==> config.mk <==
export PLATFORM = sky130hd
export DESIGN_NAME = if_stage
export DESIGN_NICKNAME = d
export VERILOG_FILES = /design/src/rtl/cpu_pkg.sv /design/src/rtl/if_next_pc.sv /design/src/rtl/if_stage.sv
export SDC_FILE = /design/constraint.sdc
export NUM_CORES = 1
export LEC_CHECK = 0
export CAP_MARGIN = 0
export CORE_MARGIN = 8
export CORE_UTILIZATION = 30
export CTS_CLUSTER_SIZE = 40
export DETAILED_ROUTE_END_ITERATION = 12
export PLACE_DENSITY = 0.6
export SETUP_SLACK_MARGIN = 0.05
export SLEW_MARGIN = 0
export SYNTH_ARGS = -nofsm -noshare
export SYNTH_HDL_FRONTEND = slang
export SYNTH_HIERARCHICAL = 1
export SYNTH_SLANG_ARGS = --single-unit
==> constraint.sdc <==
create_clock -name clk -period 2.28 [get_ports clk]
set_clock_uncertainty 0.2 [all_clocks]
set_input_delay 0.57 -clock clk [delete_from_list [all_inputs] [get_ports clk]]
set_output_delay 0.57 -clock clk [all_outputs]
set_load 0.03 [all_outputs]
==> src/rtl/cpu_pkg.sv <==
// Shared CPU constants and types: reset/vector addresses, bubble word, IF control bundle.
package cpu_pkg;
    localparam logic [31:0] RESET_PC_DEF   = 32'h8000_0000;
    localparam logic [31:0] IRQ_VECTOR_DEF = 32'h8000_0004;
    localparam logic [31:0] EXC_VECTOR_DEF = 32'h8000_0008;
    localparam logic [31:0] NOP_WORD       = 32'h0000_0000;

    typedef enum logic [1:0] {
        SEL_SEQ    = 2'd0,
        SEL_HOLD   = 2'd1,
        SEL_BUBBLE = 2'd2,
        SEL_IRQ    = 2'd3
    } if_sel_e;

    typedef struct packed {
        logic        ex_redirect;
        logic [31:0] ex_target;
        logic        exc_req;
        logic        stall;
        logic        id_jump;
        logic [31:0] id_jump_target;
        logic        irq;
    } if_ctl_t;

    // Sequential fetch advances the low 31 bits only; the kernel bit is sticky.
    function automatic logic [31:0] pc_inc4(input logic [31:0] p);
        return {p[31], p[30:0] + 31'd4};
    endfunction
endpackage

==> src/rtl/if_next_pc.sv <==
// Combinational next-PC selection for the fetch stage, in redirect priority order.
module if_next_pc
    import cpu_pkg::*;
#(
    parameter logic [31:0] IRQ_VECTOR = IRQ_VECTOR_DEF,
    parameter logic [31:0] EXC_VECTOR = EXC_VECTOR_DEF
) (
    input  logic [31:0] pc,
    input  if_ctl_t     ctl,
    output logic [31:0] pc_plus4,
    output logic [31:0] next_pc,
    output if_sel_e     sel
);
    always_comb begin
        pc_plus4 = pc_inc4(pc);
        next_pc  = pc_plus4;
        sel      = SEL_SEQ;
        if (ctl.ex_redirect) begin
            next_pc = ctl.ex_target;
            sel     = SEL_BUBBLE;
        end else if (ctl.exc_req) begin
            next_pc = EXC_VECTOR;
            sel     = SEL_BUBBLE;
        end else if (ctl.stall) begin
            next_pc = pc;
            sel     = SEL_HOLD;
        end else if (ctl.id_jump) begin
            next_pc = ctl.id_jump_target;
            sel     = SEL_BUBBLE;
        end else if (ctl.irq && !pc[31]) begin
            // Kernel-mode fetch masks the interrupt; the level stays pending.
            next_pc = IRQ_VECTOR;
            sel     = SEL_IRQ;
        end
    end
endmodule

==> src/rtl/if_stage.sv <==
// Instruction-fetch stage: PC register, ROM address, and the IF/ID pipeline register.
module if_stage
    import cpu_pkg::*;
#(
    parameter logic [31:0] RESET_PC   = RESET_PC_DEF,
    parameter logic [31:0] IRQ_VECTOR = IRQ_VECTOR_DEF,
    parameter logic [31:0] EXC_VECTOR = EXC_VECTOR_DEF
) (
    input  logic        clk,
    input  logic        reset,
    input  logic        stall,
    input  logic        ex_redirect,
    input  logic [31:0] ex_target,
    input  logic        exc_req,
    input  logic        id_jump,
    input  logic [31:0] id_jump_target,
    input  logic        irq,
    output logic [30:0] rom_addr,
    input  logic [31:0] rom_data,
    output logic [31:0] pc,
    output logic [31:0] if_id_instr,
    output logic [31:0] if_id_pc_plus4,
    output logic        if_id_valid,
    output logic        if_id_irq
);
    if_ctl_t     ctl;
    logic [31:0] pc_plus4;
    logic [31:0] next_pc;
    if_sel_e     sel;

    assign ctl = '{ex_redirect: ex_redirect, ex_target: ex_target, exc_req: exc_req,
                   stall: stall, id_jump: id_jump, id_jump_target: id_jump_target, irq: irq};
    assign rom_addr = pc[30:0];

    if_next_pc #(.IRQ_VECTOR(IRQ_VECTOR), .EXC_VECTOR(EXC_VECTOR)) u_next (
        .pc       (pc),
        .ctl      (ctl),
        .pc_plus4 (pc_plus4),
        .next_pc  (next_pc),
        .sel      (sel)
    );

    always_ff @(posedge clk) begin
        if (reset) begin
            pc             <= RESET_PC;
            if_id_instr    <= NOP_WORD;
            if_id_pc_plus4 <= '0;
            if_id_valid    <= 1'b0;
            if_id_irq      <= 1'b0;
        end else if (sel != SEL_HOLD) begin
            pc             <= next_pc;
            if_id_pc_plus4 <= pc_plus4;
            if_id_instr    <= (sel == SEL_SEQ) ? rom_data : NOP_WORD;
            if_id_valid    <= (sel == SEL_SEQ);
            if_id_irq      <= (sel == SEL_IRQ);
        end
    end
endmodule

# Word level (Yosys, flattened, before mapping)
# Index checks and enable logic that the tools add are counted.
# totals
wordCells	27
reg_bits	98
input_bits	103
# classes
eq_ne	3
reduce_logical	6
n_mux	11
addsub	1
# op_table
cell	n
two-way mux 32 bit	6
adder 31 x 3 -> 31 bit, second input constant	1
two-way mux 2 bit	5
nonzero test 4 bit	1
inequality test 3 x 1 -> 1 bit, second input constant	1
AND reduction 3 bit	1
== test 2 bit, second input constant	1
logical NOT 2 bit	1
inequality test 2 x 1 -> 1 bit, second input constant	1
AND reduction 2 bit	1
logical AND 1 bit	1
logical NOT 1 bit	1

# Longest topological paths before layout
# Gate-level depths: netlist of the first run.
# depth
ltp_word	9
depth_mapped	10
mapped_depth_nobuf	8

# Cells and area by module
# Netlist of the first run, hierarchy kept.
# by_module_without_submodules
module	cells_per_inst	area_each_um2	seq_area_each_um2	instances
if_stage	434	4714.5	1961.9	1
if_next_pc	294	1900.6	0.0	1

# Worst setup path after synthesis of the first run
# No wires, ideal clock.
# synth_timing
kind	register to register
start	register pc[2]
end	register pc[26]
setup_slack_ns	-0.138
path_buffers	0
synth_period_minus_slack_ns	2.418
path_stages_with_launch	9
setup_ns	0.117
arrival_ns	2.102
path_cell_list	dfxtp_1 -> ha_1 -> nand4_1 -> nor3_1 -> nand4_1 -> xnor2_1 -> a221o_1 -> nand2b_1 -> o21ai_2
# synth_via
elab_chain_len	6
# synth_lines
element	line_no	rtl
start: declaration	if_stage.sv:20	output logic [31:0] pc,
start signal: assignment	if_stage.sv:51	pc <= next_pc;
adder 31 x 3 -> 31 bit	cpu_pkg.sv:27	return {p[31], p[30:0] + 31'd4};
via pc_plus4[26]	if_stage.sv:27	logic [31:0] pc_plus4;
two-way mux 32 bit	if_next_pc.sv:30	end else if (ctl.irq && !pc[31]) begin
two-way mux 32 bit	if_next_pc.sv:27	end else if (ctl.id_jump) begin
two-way mux 32 bit	if_next_pc.sv:24	end else if (ctl.stall) begin
two-way mux 32 bit	if_next_pc.sv:21	end else if (ctl.exc_req) begin
two-way mux 32 bit	if_next_pc.sv:18	if (ctl.ex_redirect) begin
via next_pc[26]	if_stage.sv:28	logic [31:0] next_pc;
# The timed path passes the listed nets, and every way through them passes these cells. The select of a mux whose other input is x is not followed.
# A chain may end at the register's enable or synchronous reset.

# Final worst setup path of the first run
# layout_timing
start	register pc[2]
end	register pc[22]
# layout_via
elab_chain_len	6
# layout_lines
element	line_no
adder 31 x 3 -> 31 bit	cpu_pkg.sv:27
two-way mux 32 bit	if_next_pc.sv:30
two-way mux 32 bit	if_next_pc.sv:27
two-way mux 32 bit	if_next_pc.sv:24
two-way mux 32 bit	if_next_pc.sv:21
two-way mux 32 bit	if_next_pc.sv:18
via next_pc[22]	if_stage.sv:28
# The timed path passes the listed nets, and every way through them passes these cells. The select of a mux whose other input is x is not followed.

==> impl_results.md, run 1 <==
* Clock Latency Late Sink at 0.36 ns
* Slew Viols, Final at 0
* Top area cells in the synthesized netlist: dfxtp_1 30%, nand4bb_1 11%, o21ai_2 7.9%, nand2b_1 6.1%, mux2i_1 5.3%
* P&R area growth vs syn at 51.41%
* Final setup vio count at 0
* Synth Flop Type: dfxtp_1
* Yosys warning count at 6
* IO Count at 232
* Peak supply drop at 0.0002655 V
* Hold_ws at 0.2503 ns
* Worst r2r src: pc[2]
* Final worst slack at 0.04272 ns
* Count of final hold-check violations at 0
* CTS H-Tree Depth at 3
* Run status: finished clean
* CTS root buffer: clkbuf_16
* Port bufs at 231
* Hold Crit Class: reg -> reg
* Nets@finish at 1070
* Pre-CTS WS at -0.7821 ns
* Final cycle utilization of the critical path at 98.13%
* Crit path from: pc[2]
* Worst-Margin Slew at between 0.4 and 0.5 ns
* Req. time, crit path at 2.36 ns
* Largest net degree at the start of global routing at 49
* Sequential area share after synthesis at 29.66%
* Synth Net Count at ~830
* WP data arrival at ~2.3 ns
* Syn Area/Cell at 9.087 um^2
* GP Congestion at 0.8585
* Core area at 0.02176 mm^2
* PwrDens at 464.5 mW/mm^2
* Fmax at approximately 450 MHz
* Final min period at 2.237 ns
* Min-delay src: if_id_valid
* First-pass DRT Iterations at 5
* Drt drc at 0
* RSZ-0062 raised after global routing: yes
* Reg clk slew, reported paths at 0.08 ns
* Cell count after synthesis at 728
* Via count at 6330
* Cell Rows at 54
* Initial DRC count at 330
* Yosys cell types at 64
* Overall power at 4.653 mW
* Hold Buf Count CTS at 0
* Via-to-Cell Ratio at 5.060
* Post-synth top cells: 98 x dfxtp_1, 65 x nor2_1, 64 x nand2b_1
* Fraction of registers with async set/reset at 0%
* Post-synth EDFFs at 0
* Die H at between 150 and 200 um
* Post-Syn Area at 0.006615 mm^2
* Max-cap violations at 0
* Total track usage at 17.94%
* Count leader, synth: dfxtp_1
* Detailed Place HPWL at 18890 um
* Starting density of the core at 30.41%
* Antenna Nets Post-Route at 0
* Crit start category: flip-flop
* Vias in the first global route at about 6300
* Crit Path Class: reg -> reg
* GR Overflow Total at 0
* Clock sinks at 98
* Crit Path Max Fanout at 3
* Reg2Reg Setup Slack at 0.04 ns
* Rel. slew slack at between 60% and 70%
* CTS buffer count at 9
* WL/cell at 20.08 um
* Width of the die at 164.5 um
* Layout cells sized above 1 at 25.64%
* N_diodes at 0
* CTS tree: built
* Cell taking the most area after synthesis: dfxtp_1
* #FFs+latches synth at 98
* CP Capture Type: flip-flop
* Total detailed-routing wirelength at 25120 um
* Yosys top cell area share at ~30%
* Global-route wire length before repair at 37650 um
* Worst-case clock buffer depth at 2
* Lkg Pwr at 4.050 nW
* Die footprint at 0.02706 mm^2
* Initial antenna violation count at 0
cells in the final DEF (no fill, tap or decap), types with 5 or more instances in the layout:
| master | n |
|---|---|
| clkdlybuf4s50_1 | 159 |
| a22oi_1 | 11 |
| dfxtp_2 | 13 |
| nand3_1 | 7 |
| nand2_1 | 22 |
| o21ai_1 | 7 |
| nor4_4 | 5 |
| xor2_1 | 10 |
| buf_6 | 6 |
| buf_12 | 13 |
| mux2i_1 | 35 |
| nand2b_1 | 63 |
| buf_4 | 78 |
| a21oi_1 | 26 |
| a221o_1 | 10 |
| nor2_1 | 59 |
| o21ai_2 | 60 |
| a22o_1 | 5 |
| dfxtp_1 | 82 |
| nand4bb_1 | 63 |
| xnor2_1 | 9 |
| dlygate4sd2_1 | 63 |
| o21ai_0 | 10 |
| nand4_1 | 11 |
| clkbuf_16 | 9 |
| inv_1 | 10 |
| dlymetal6s2s_1 | 7 |
kinds of logic after synthesis:
logic type	share of synthesized area, %
buf+inv	12.22
simple gates	30.72
fa+ha+maj	0.1891
mux	5.296
compound gates	18.74
xor+xnor	3.178
flops	29.66
path summary, 6_finish.rpt:
check	cells after the start	end
setup / recovery	10	pc[22]
hold / removal	2	if_id_valid
setup reg to reg	10	pc[22]
hold reg to reg	2	if_id_valid
where the power goes:
part | total [mW] | internal (mW) | switching, mW
logic | 1.26 | 0.611 | 0.651
registers | 1.87 | 1.79 | 0.0860
clock network | 1.52 | 0.764 | 0.755
total | 4.65 | 3.16 | 1.49
worst max-delay path, stage by stage (launching register included):
cell and delay [ns]:
dfxtp_4 0.37, ha_4 0.13, nand4_1 0.20, nor3_2 0.24
buf_4 0.15, nand4_1 0.13, buf_4 0.20, nor4_4 0.21
a311o_1 0.15, nand2b_1 0.07, o21ai_2 0.11
timing repair:
item                                    in CTS  in global routing
buffers inserted                            10                  6
endpoints found under the setup margin     158                 58
resized for setup                           91                 40
pin swaps                                    9                  8
gates cloned                                 4                  0
layer usage:
metal  GRT usage (%)  vias to the layer above  part of all wire (%)  wire, um
met4           6.061                        0                   2.3       581
met1           24.41                     3013                    46     11550
met5               0                        -                     0         0
li1                -                     3083                     -         -
met3           2.866                       35                   4.8      1217
met2           28.34                      199                    47     11770
cell type report:
| class | count | area (um^2) |
|---|---|---|
| Multi-Input combinational cell | 511 | 4045 |
| Clock inverter | 6 | 53.80 |
| Timing Repair Buffer | 335 | 3304 |
| Inverter | 11 | 43.79 |
| Fill cell | 2154 | 11740 |
| Sequential cell | 98 | 1989 |
| Clock buffer | 10 | 229.0 |
| Tap cell | 280 | 350.3 |
per-stage QoR:
| step | TNS, ns | std cells | cell area [um^2] | util [%] |
|---|---|---|---|---|
| floorplan | 0 | 728 | 6683 | - |
| global route | -0.2000 | 1251 | 10020 | 46.04 |
| CTS | 0 | 1246 | 9822 | 45.15 |
| detailed placement | -49.70 | 1217 | 9313 | 42.81 |
| global placement | -46.84 | 1217 | 9313 | 42.81 |
| finish | 0 | 1251 | 10020 | 46.04 |
sequential cells by signal, summed over array words and instances (netlist names):
| name | flops |
|---|---|
| if_id_instr | 32 |
| if_id_pc_plus4 | 32 |
| pc | 32 |
| if_id_irq | 1 |
| if_id_valid | 1 |
No activity file was read; power rests on OpenSTA's default activity.
==> run 2, diff against run 1 <==
--- a/config.mk
+++ b/config.mk
@@ -7,12 +7,12 @@
 export LEC_CHECK = 0
 export CAP_MARGIN = 0
 export CORE_MARGIN = 8
-export CORE_UTILIZATION = 30
+export CORE_UTILIZATION = 35
 export CTS_CLUSTER_SIZE = 40
 export DETAILED_ROUTE_END_ITERATION = 12
-export PLACE_DENSITY = 0.6
+export PLACE_DENSITY = 0.68
 export SETUP_SLACK_MARGIN = 0.05
-export SLEW_MARGIN = 0
+export SLEW_MARGIN = 20
 export SYNTH_ARGS = -nofsm -noshare
 export SYNTH_HDL_FRONTEND = slang
 export SYNTH_HIERARCHICAL = 1
==> run 2 against run 1 <==
  * The run now ends with setup timing left
  * Routed wire length shrank 4.5%
  * Maximum frequency is 3.8% lower
  * Clock-buffer cell count stayed put
  * Sequential share of layout area rose by 0.31 points
  * Worst setup slack lost 0.088 ns
  * Highest routed layer unchanged
==> impl_results.md, run 2 (synthesis results as in run 1) <==
* RSZ-0062 raised after global routing: yes
* Lkg Pwr at a little under 4 nW
* GP Congestion at 0.9121
* Worst r2r src: pc[2]
* Largest regs: if_id_instr: 32 flops, if_id_pc_plus4: 32 flops, pc: 32 flops
* Antenna Nets Post-Route at 0
* Buf+Inv Stages, Crit Path at 2
* PwrDens at approximately 470 mW/mm^2
* Initial DRC count at 501
* CTS H-Tree Depth at 3
* Finished Cell Area at about 0.01 mm^2
* Worst-Margin Slew at 0.3776 ns
* Drt drc at 0
* Largest delay contributor family on the critical path: simple AND/OR/NAND/NOR gates
* Largest net degree at the start of global routing at a little over 50
* Detailed Place HPWL at 18290 um
* Reg2Reg Setup Slack at -0.05 ns
* Reg clk slew, reported paths at 0.07 ns
* Hold Crit Class: reg -> reg
* P&R area growth vs syn at 49.10%
* Leading cell type in the layout, fill and taps excluded: clkdlybuf4s50_1
* Final worst slack at -0.04571 ns
* Die H at 153.5 um
* Clock sinks at 98
* Nets@finish at 1073
* Initial antenna violation count at 2
* Clock Latency Late Sink at 0.36 ns
* Slew Viols, Final at 0
* Path depth of the worst reg2reg path at 10
* Cell Rows at 50
* Crit-path cells: ha_4, nand4_1, buf_4, nor3_4, buf_4, nand4_1, xnor2_2, a221o_1, nand2b_1, o21ai_2
* Width of the die at around 150 um
* Placed Instances at roughly 1200
* Req. time, crit path at 2.33 ns
* Peak supply drop at 0.0003234 V
* Global-route wire length before repair at 36860 um
* RR Endpoint: pc[18]
* CTS root buffer: clkbuf_16
* Crit start category: flip-flop
* CP Capture Type: flip-flop
* Worst hold stages at 2
* Total detailed-routing wirelength at 23990 um
* Fmax at approximately 430 MHz
* Total track usage at 19.73%
* Max-cap violations at 0
* Port bufs at approximately 230
* GR Overflow Total at 0
* Rel. slew slack at 74.74%
* Failing checks: setup timing
* Worst-case clock buffer depth at 2
* First-pass DRT Iterations at 5
* Crit Path Class: reg -> reg
* Non-Filler Instances at 1210
* Count of final hold-check violations at 0
* Final cycle utilization of the critical path at 102.0%
* Min-delay src: if_id_valid
* WL/cell at 19.82 um
* CTS tree: built
* CP max-delay cell: dfxtp_4
* Via-to-Cell Ratio at 5.297
* Hold Buf Count CTS at 0
* Die footprint at 0.02356 mm^2
* WP data arrival at 2.37 ns
* Via count at 6409
* Run status: finished with violations
* Layout cells sized above 1 at 25.15%
* Overall power at 4.661 mW
* Final setup vio count at 3
* IO Count at between 200 and 250
* Slowest stage delay, CP at 0.36 ns
* Crit Path Max Fanout at 4
* Final min period at 2.326 ns
* Starting density of the core at between 30% and 40%
* CTS buffer count at 9
* Vias in the first global route at ~6300
* Core area at around 0.019 mm^2
* Pre-CTS WS at -0.4500 ns
* Worst hold path endpoint: if_id_valid
* Post-place instance area at 0.009348 mm^2
* Crit path from: pc[2]
* Most frequent cells in the layout: 163 x clkdlybuf4s50_1, 89 x buf_4, 84 x dfxtp_1
## run 2: cell type report
cell class / instances / area, um^2
well taps: 234 / 292.8
flip-flops and latches: 98 / 1989
inverters: 11 / 41.29
clock buffers: 10 / 239.0
diodes: 2 / 5.005
clock inverters: 6 / 48.80
multi-input cells: 511 / 4043
repair buffers: 338 / 3204
fillers: 1769 / 8780
## run 2: worst max-delay path by stage
| stage | endpoint | slack (ns) | cells past startpoint |
|---|---|---|---|
| floorplan | if_id_instr[10] | 0.06 | 9 |
| global placement | if_id_pc_plus4[31] | -0.40 | 9 |
| detailed placement | if_id_pc_plus4[31] | -0.45 | 9 |
| CTS | pc[18] | -0.04 | 10 |
| global route | pc[18] | -0.11 | 10 |
| finish | pc[18] | -0.05 | 10 |
## run 2: worst register-to-register path, cell delays in order, from the launching register on
cell      delay, ns
dfxtp_4        0.36
ha_4           0.13
nand4_1        0.18
buf_4          0.22
nor3_4         0.12
buf_4          0.14
nand4_1        0.21
xnor2_2        0.23
a221o_1        0.30
nand2b_1       0.08
o21ai_2        0.05
## run 2: per-layer routing
| layer | GRT usage (%) | vias up | share of wire (%) |
|---|---|---|---|
| li1 | - | 3091 | - |
| met1 | 26.06 | 3043 | 45 |
| met2 | 31.82 | 247 | 47 |
| met3 | 3.440 | 28 | 6.1 |
| met4 | 6.720 | 0 | 2.0 |
| met5 | 0 | - | 0 |
## run 2: per-stage QoR
stage          setup TNS, ns  utilization (%)  hold slack, ns
6_report            -0.08462            52.91          0.2446
4_1_cts             -0.03984            52.13          0.2470
2_1_floorplan              0                -          0.3674
5_1_grt              -0.4446            52.91          0.2782
3_3_place_gp          -34.27            50.14          0.2338
3_5_place_dp          -36.52            50.14          0.2355
## run 2: timing repair
action / 4_1_cts / 5_1_grt
pin swaps: 8 / 5
setup endpoints to repair: 161 / 28
resized for setup: 83 / 27
buffers inserted: 7 / 2
cloned: 1 / 1
## run 2: report_power, final
group	internal, mW	switching [mW]
sequential	1.78	0.0887
clock	0.786	0.757
combinational	0.607	0.638
